[src/rtl/hazard_unit.sv]
// Pipeline hazard unit: EX-operand forwarding selects, ID write-through bypass,
// load-use stalls, and branch/exception redirect with a timed flush sequence.
module hazard_unit #(
   parameter int AW        = 5,
   parameter int NSRC      = 2,
   parameter int LOAD_LAT  = 1,
   parameter int EXC_FLUSH = 2
) (
   input  logic                 clk,
   input  logic                 rst_n,
   input  logic [NSRC*AW-1:0]   id_src,
   input  logic [NSRC-1:0]      id_src_used,
   input  logic [NSRC*AW-1:0]   ex_src,
   input  logic [NSRC-1:0]      ex_src_used,
   input  logic [AW-1:0]        ex_rd,
   input  logic                 ex_regwrite,
   input  logic                 ex_memread,
   input  logic [AW-1:0]        mem_rd,
   input  logic                 mem_regwrite,
   input  logic [AW-1:0]        wb_rd,
   input  logic                 wb_regwrite,
   input  logic                 branch_taken,
   input  logic                 exception,
   output logic [2*NSRC-1:0]    fwd_sel,
   output logic [NSRC-1:0]      id_bypass,
   output logic                 stall_if,
   output logic                 stall_id,
   output logic                 bubble_ex,
   output logic                 flush_if_id,
   output logic                 flush_id_ex,
   output logic                 flush_ex_mem,
   output logic [1:0]           pc_sel,
   output logic                 exc_busy
);

   typedef enum logic [1:0] {RUN, LSTALL, EXC} state_t;

   // The cycle that detects the event counts as the first one, so the counters load N-2.
   localparam logic [2:0] LSTALL_CNT = 3'(LOAD_LAT > 1 ? LOAD_LAT - 2 : 0);
   localparam logic [2:0] EXC_CNT    = 3'(EXC_FLUSH > 1 ? EXC_FLUSH - 2 : 0);

   state_t     state, state_nxt;
   logic [2:0] cnt, cnt_nxt;
   logic       load_use;

   always_ff @(posedge clk) begin
      if (rst_n) begin
         state <= RUN;
         cnt   <= '0;
      end else begin
         state <= state_nxt;
         cnt   <= cnt_nxt;
      end
   end

   always_comb begin
      load_use = 1'b0;
      if (ex_memread && ex_regwrite && ex_rd != '0) begin
         for (int k = 0; k < NSRC; k++) begin
            if (id_src_used[k] && id_src[k*AW +: AW] == ex_rd) load_use = 1'b1;
         end
      end
   end

   // Register 0 is hardwired, so a zero source never matches a producer.
   always_comb begin
      fwd_sel   = '0;
      id_bypass = '0;
      if (!rst_n) begin
         for (int k = 0; k < NSRC; k++) begin
            if (ex_src_used[k] && ex_src[k*AW +: AW] != '0) begin
               if (mem_regwrite && mem_rd == ex_src[k*AW +: AW])
                  fwd_sel[2*k +: 2] = 2'b01;
               else if (wb_regwrite && wb_rd == ex_src[k*AW +: AW])
                  fwd_sel[2*k +: 2] = 2'b10;
            end
            if (id_src_used[k] && id_src[k*AW +: AW] != '0 &&
                wb_regwrite && wb_rd == id_src[k*AW +: AW])
               id_bypass[k] = 1'b1;
         end
      end
   end

   always_comb begin
      state_nxt    = state;
      cnt_nxt      = cnt;
      stall_if     = 1'b0;
      stall_id     = 1'b0;
      bubble_ex    = 1'b0;
      flush_if_id  = 1'b0;
      flush_id_ex  = 1'b0;
      flush_ex_mem = 1'b0;
      pc_sel       = 2'b00;
      exc_busy     = 1'b0;
      case (state)
         RUN, LSTALL: begin
            if (exception) begin
               pc_sel       = 2'b10;
               flush_if_id  = 1'b1;
               flush_id_ex  = 1'b1;
               flush_ex_mem = 1'b1;
               state_nxt    = (EXC_FLUSH > 1) ? EXC : RUN;
               cnt_nxt      = EXC_CNT;
            end else if (branch_taken) begin
               pc_sel      = 2'b01;
               flush_if_id = 1'b1;
               state_nxt   = RUN;
               cnt_nxt     = '0;
            end else if (state == LSTALL) begin
               stall_if  = 1'b1;
               stall_id  = 1'b1;
               bubble_ex = 1'b1;
               if (cnt == '0) state_nxt = RUN;
               else           cnt_nxt   = cnt - 3'd1;
            end else if (load_use) begin
               stall_if  = 1'b1;
               stall_id  = 1'b1;
               bubble_ex = 1'b1;
               if (LOAD_LAT > 1) begin
                  state_nxt = LSTALL;
                  cnt_nxt   = LSTALL_CNT;
               end
            end
         end
         EXC: begin
            flush_if_id  = 1'b1;
            flush_id_ex  = 1'b1;
            flush_ex_mem = 1'b1;
            exc_busy     = 1'b1;
            if (cnt == '0) state_nxt = RUN;
            else           cnt_nxt   = cnt - 3'd1;
         end
         default: begin
            state_nxt = RUN;
            cnt_nxt   = '0;
         end
      endcase
      if (rst_n) begin
         state_nxt    = RUN;
         cnt_nxt      = '0;
         stall_if     = 1'b0;
         stall_id     = 1'b0;
         bubble_ex    = 1'b0;
         flush_if_id  = 1'b0;
         flush_id_ex  = 1'b0;
         flush_ex_mem = 1'b0;
         pc_sel       = 2'b00;
         exc_busy     = 1'b0;
      end
   end

endmodule

[config.mk]
export PLATFORM = sky130hd
export DESIGN_NAME = hazard_unit
export DESIGN_NICKNAME = d
export VERILOG_FILES = /design/src/rtl/hazard_unit.sv
export SDC_FILE = /design/constraint.sdc
export NUM_CORES = 1
export LEC_CHECK = 0
export CAP_MARGIN = 20
export CORE_UTILIZATION = 38
export DETAILED_ROUTE_END_ITERATION = 10
export PLACE_DENSITY = 0.86
export SLEW_MARGIN = 20
export SYNTH_ARGS = -nofsm -noshare
export SYNTH_HDL_FRONTEND = slang
export SYNTH_SLANG_ARGS = --single-unit
[constraint.sdc]
create_clock -name clk -period 4.2 [get_ports clk]
set_clock_uncertainty 0.1 [all_clocks]
set_input_delay 1.05 -clock clk [delete_from_list [all_inputs] [get_ports clk]]
set_output_delay 1.05 -clock clk [all_outputs]
set_load 0.1 [all_outputs]
* Word-level counts from Yosys, hierarchy flattened *
Cells that the tools add are included.

cells by class
  add/sub/neg operators = 1
  equality and inequality tests = 11
  muxes and demuxes = 42
  reductions and logical operators = 24

operators with widths
  operator               number
  $eq A5 B5 Y1           8
  $mux W2                14
  $reduce_bool A5 Y1     5
  $mux W1                19
  $logic_and A1 B1 Y1    16
  $mux W3                4
  $pmux W3 S2            1
  $mux W4                1
  $ne A4 B4 Y1 const B   1
  $pmux W1 S2            2
  $pmux W2 S2            1
  $logic_not A3 Y1       1
  $sub A3 B1 Y3 const B  1
  $eq A2 B1 Y1 const B   1
  $eq A2 B2 Y1 const B   1
  $logic_not A2 Y1       1
  $reduce_or A2 Y1       1

word-level totals
  register bits = 5
  input bits = 47
  word-level logic and storage cells = 80

* Longest topological paths before layout *
Gate-level depths: netlist of the first run.

  depth after elaboration = 11
  depth in mapped cells = 5
  depth with buffers taken out = 5

* Worst setup path before layout of the first run *
No wires, ideal clock.

  path kind = input -> output
  start point = in rst_n
  end point = out pc_sel[0]
  data arrival time = 4.354 ns
  required time = 3.050 ns
  path slack = -1.304 ns
  cell stages on the path = 2
  buffers on the path = 1
  cell sequence = clkbuf_1 nor4b_1

on the way
  cells in the longest elaborated chain, start to end = 1

ends and longest elaborated chain
  element      line  RTL
  from (decl)  10    input logic rst_n,
  $mux W2      138   if (rst_n) begin
  to (decl)    32    output logic [1:0] pc_sel,

Every way passes these cells.

* Worst setup path after layout of the first run *
  start point = in rst_n
  end point = out stall_if

on the way
  cells in the longest elaborated chain, start to end = 1

ends and longest elaborated chain
  element    line  RTL
  $mux W1    138
  to (decl)  26    output logic stall_if,

Every way passes these cells.

==> impl_metrics.py, run 1 <==
metrics = {
    "status": {
        "status": "completed",
    },
    "grt": {
        "grt_first_pass_wirelength_mm": 4.80,
        "grtUsageMet3_pct": 5.65,
        "use_met2_pct": 49.6,
        "use_met1_pct": 24.4,
        "track_usage_pct": 24.7,
        "antenna_found_initial": 0,
        "grt_max_degree": 10,
        "grt_pass1_vias": 1097,
        "overflow": 0,
        "grt_busiest_layer": "met2",
    },
    "clock_network": {
        "cts_sinks": 5,
        "cts_buffers": 3,
        "clk_pin_slew_ps": 50,
        "cts.root.buffer_cell": "clkbuf_4",
        "clock_latency_ps": 250,
        "ctsHoldBuffers": 0,
        "cts_tree": "done",
        "htreeDepth": 1,
        "post-cts-setup-buffer-count": 0,
        "cts_buffer_depth": 2,
        "ctsResizeCount": 0,
    },
    "sta": {
        "drv_slew": 0,
        "setup_viol": 0,
        "max_freq_mhz": 251,
        "finalCriticalPeriod_ps": 3980,
        "finalWorstSetupSlack_ps": 218,
        "rsz0062_at_grt": "no",
        "setup_tns_ps": 0,
        "hold_viol_final": 0,
        "slew_headroom_pct": 70.4,
        "worst_pin_slew_ps": 443,
        "finalCritPeriodShare_pct": 94.8,
    },
    "routing": {
        "via_per_inst": 5.34,
        "vias": 1074,
        "wirelength_mm": 3.15,
        "drt_iter0_drc": 17,
        "detail-route-antenna-nets": 0,
        "wl_per_cell_um": 15.7,
        "drc": 0,
        "dr.pass1.iters": 4,
    },
    "setup_path": {
        "crit_required_ps": 3050,
        "critical_path_cell_count": 5,
        "end_kind": "output pin",
        "criticalPathCategory": "primary input to output pin",
        "cp_max_fo": 9,
        "critPathTopFamily": "buffers and inverters",
        "cp_data_arrival_time_ps": 2830,
        "path_buf_inv": 2,
        "start_kind": "primary input",
        "reg2regPathDepth": 4,
        "slowest_delay_ps": 630,
        "path_cells": "clkdlybuf4s50_1 > nor4_2 > o2111ai_1 > o21ai_2 > buf_12",
        "crit_path_top_delay_cell": "clkdlybuf4s50_1",
    },
    "floorplanning": {
        "std_cell_rows": 17,
        "start_util_pct": 40.6,
        "io_pins": 62,
        "die_h_um": 50.9,
        "coreArea_mm2": 0.00223,
        "dieArea_mm2": 0.00259,
        "die_x_um": 50.9,
    },
    "power": {
        "ir_drop_mv": 0.203,
        "power_density_mw_per_mm2": 156,
        "leakage_nw": 0.600,
    },
    "synth": {
        "yosysMostFrequentCell": "xor2_1",
        "postSynthCellCount": 117,
        "yosysTopAreaCell": "xor2_1",
        "synth_area_um2": 907,
        "synthDistinctLibCells": 32,
        "yosys_most_used_dff": "dfxtp_1",
        "ys_ff_latch": 5,
        "synth_edf_count": 0,
        "yosys-top-cells-count": "xor2_1 (24), xnor2_1 (15), nand3_1 (8)",
        "synthArstFlopShare_pct": 0,
        "synth_seq_area_share_pct": 11.0,
        "synth_nets": 166,
        "synth.area.top_cells": "xor2_1 (23%), xnor2_1 (14%), dfxtp_1 (11%), nor4_1 (4.8%), nand3_1 (4.4%)",
        "yosys_warnings": 0,
        "synth_top_area_share_pct": 23.2,
        "syn_avg_cell_area_um2": 7.75,
    },
    "placement": {
        "hpwl_mm": 2.63,
        "post-place-ws_ps": 231,
        "gp_congestion": 0.931,
        "numPortBuffers": 61,
    },
    "cells_and_area": {
        "multi_input_area_um2": 779,
        "regArea_um2": 100,
        "syn2layout_area_growth_pct": 88.8,
        "nNetsFinal": 223,
        "drive_gt1_share_pct": 18.5,
        "num-fill-cells": 153,
        "antenna_cells": 0,
    },
    "min_path": {
        "hold_class": "flop to flop",
        "whs_path_depth": 2,
    },
    "run": {
        "drv_cap": 0,
    },
}
## worst register-to-register path: cells and delay by family (launching register included)
family	cells	cell delay, ps
flops	1	470
compound gates	1	190
simple gates	3	640
## sequential cells by signal (all words and copies together) (netlist names)
register / cells
state: 2
cnt: 3
## power breakdown
part | internal [mW] | switching (mW) | leakage, nW
registers | 0.0482 | 0.00125 | 0.0405
logic | 0.0785 | 0.0816 | 0.544
clock network | 0.0361 | 0.0217 | 0.0150
## path summary, 6_finish.rpt
check | from | to | slack [ps]
hold / removal | cnt[2]$_SDFFE_PP0P_ | cnt[2]$_SDFFE_PP0P_ | 390
hold reg to reg | cnt[2]$_SDFFE_PP0P_ | cnt[2]$_SDFFE_PP0P_ | 390
setup reg to reg | state[1]$_SDFFE_PP0P_ | cnt[1]$_SDFFE_PP0P_ | 2710
setup / recovery | rst_n | stall_if | 220
## stage by stage
| step | utilization, % | hold WS [ps] | power, mW | cells | instance area (µm²) |
|---|---|---|---|---|---|
| 2_1_floorplan | - | 357 | 0.131 | 117 | 946 |
| 3_3_place_gp | 75.5 | 365 | 0.205 | 197 | 1690 |
| 3_5_place_dp | 75.5 | 388 | 0.209 | 197 | 1690 |
| 4_1_cts | 76.7 | 393 | 0.268 | 201 | 1710 |
| 5_1_grt | 76.7 | 410 | 0.280 | 201 | 1710 |
| 6_report | 76.7 | 386 | 0.267 | 201 | 1710 |
## cell families (layout without fill, tap and decap cells)
group	Yosys count	count (layout)	share of synthesized area [%]
AOI/OAI and AO/OA	14	14	9.79
DFF	5	5	11.0
xor gates and xnor gates	39	39	37.7
adders and majority gates	2	2	2.76
buffers and inverters	12	68	7.31
and+or+nand+nor	45	45	31.5
## layer usage
layer	share of wire (%)	vias to the layer above	wire (µm)
met5	0	-	0
met4	2.1	0	65
met1	38	501	1190
li1	-	523	-
met2	54	42	1700
met3	6.0	8	190
## area by class of cell
class | instances | area share, %
Inverter | 3 | 0.657
Sequential cell | 5 | 5.84
Clock buffer | 4 | 1.53
Tap cell | 28 | 2.05
Timing Repair Buffer | 61 | 44.4
Multi-Input combinational cell | 100 | 45.5
## cell usage in the layout (no fill, tap or decap), types with 2 or more instances in the layout
master / Yosys / layout
dfxtp_1: 5 / 5
xor2_1: 24 / 24
a21oi_1: 5 / 4
nor2_1: 4 / 4
or4_1: 3 / 3
a21oi_2: 1 / 2
xnor2_1: 15 / 15
nor4_2: 3 / 3
ha_1: 2 / 2
nor3_2: 0 / 4
clkbuf_4: 0 / 3
nor4_1: 7 / 7
buf_12: 0 / 15
inv_1: 3 / 3
clkdlybuf4s50_1: 0 / 46
nand3_1: 8 / 8
nand2_1: 3 / 3
o21ai_1: 3 / 2
nor3_1: 6 / 2
nor3b_2: 2 / 3
nand2b_1: 3 / 3
Power figures use the tool's default switching activity.
==> run 2, diff against run 1 <==
CAP_MARGIN = default   (was 20)
==> results of run 2 <==
Same layout as run 1: the final DEF is identical, and so are final timing and power.
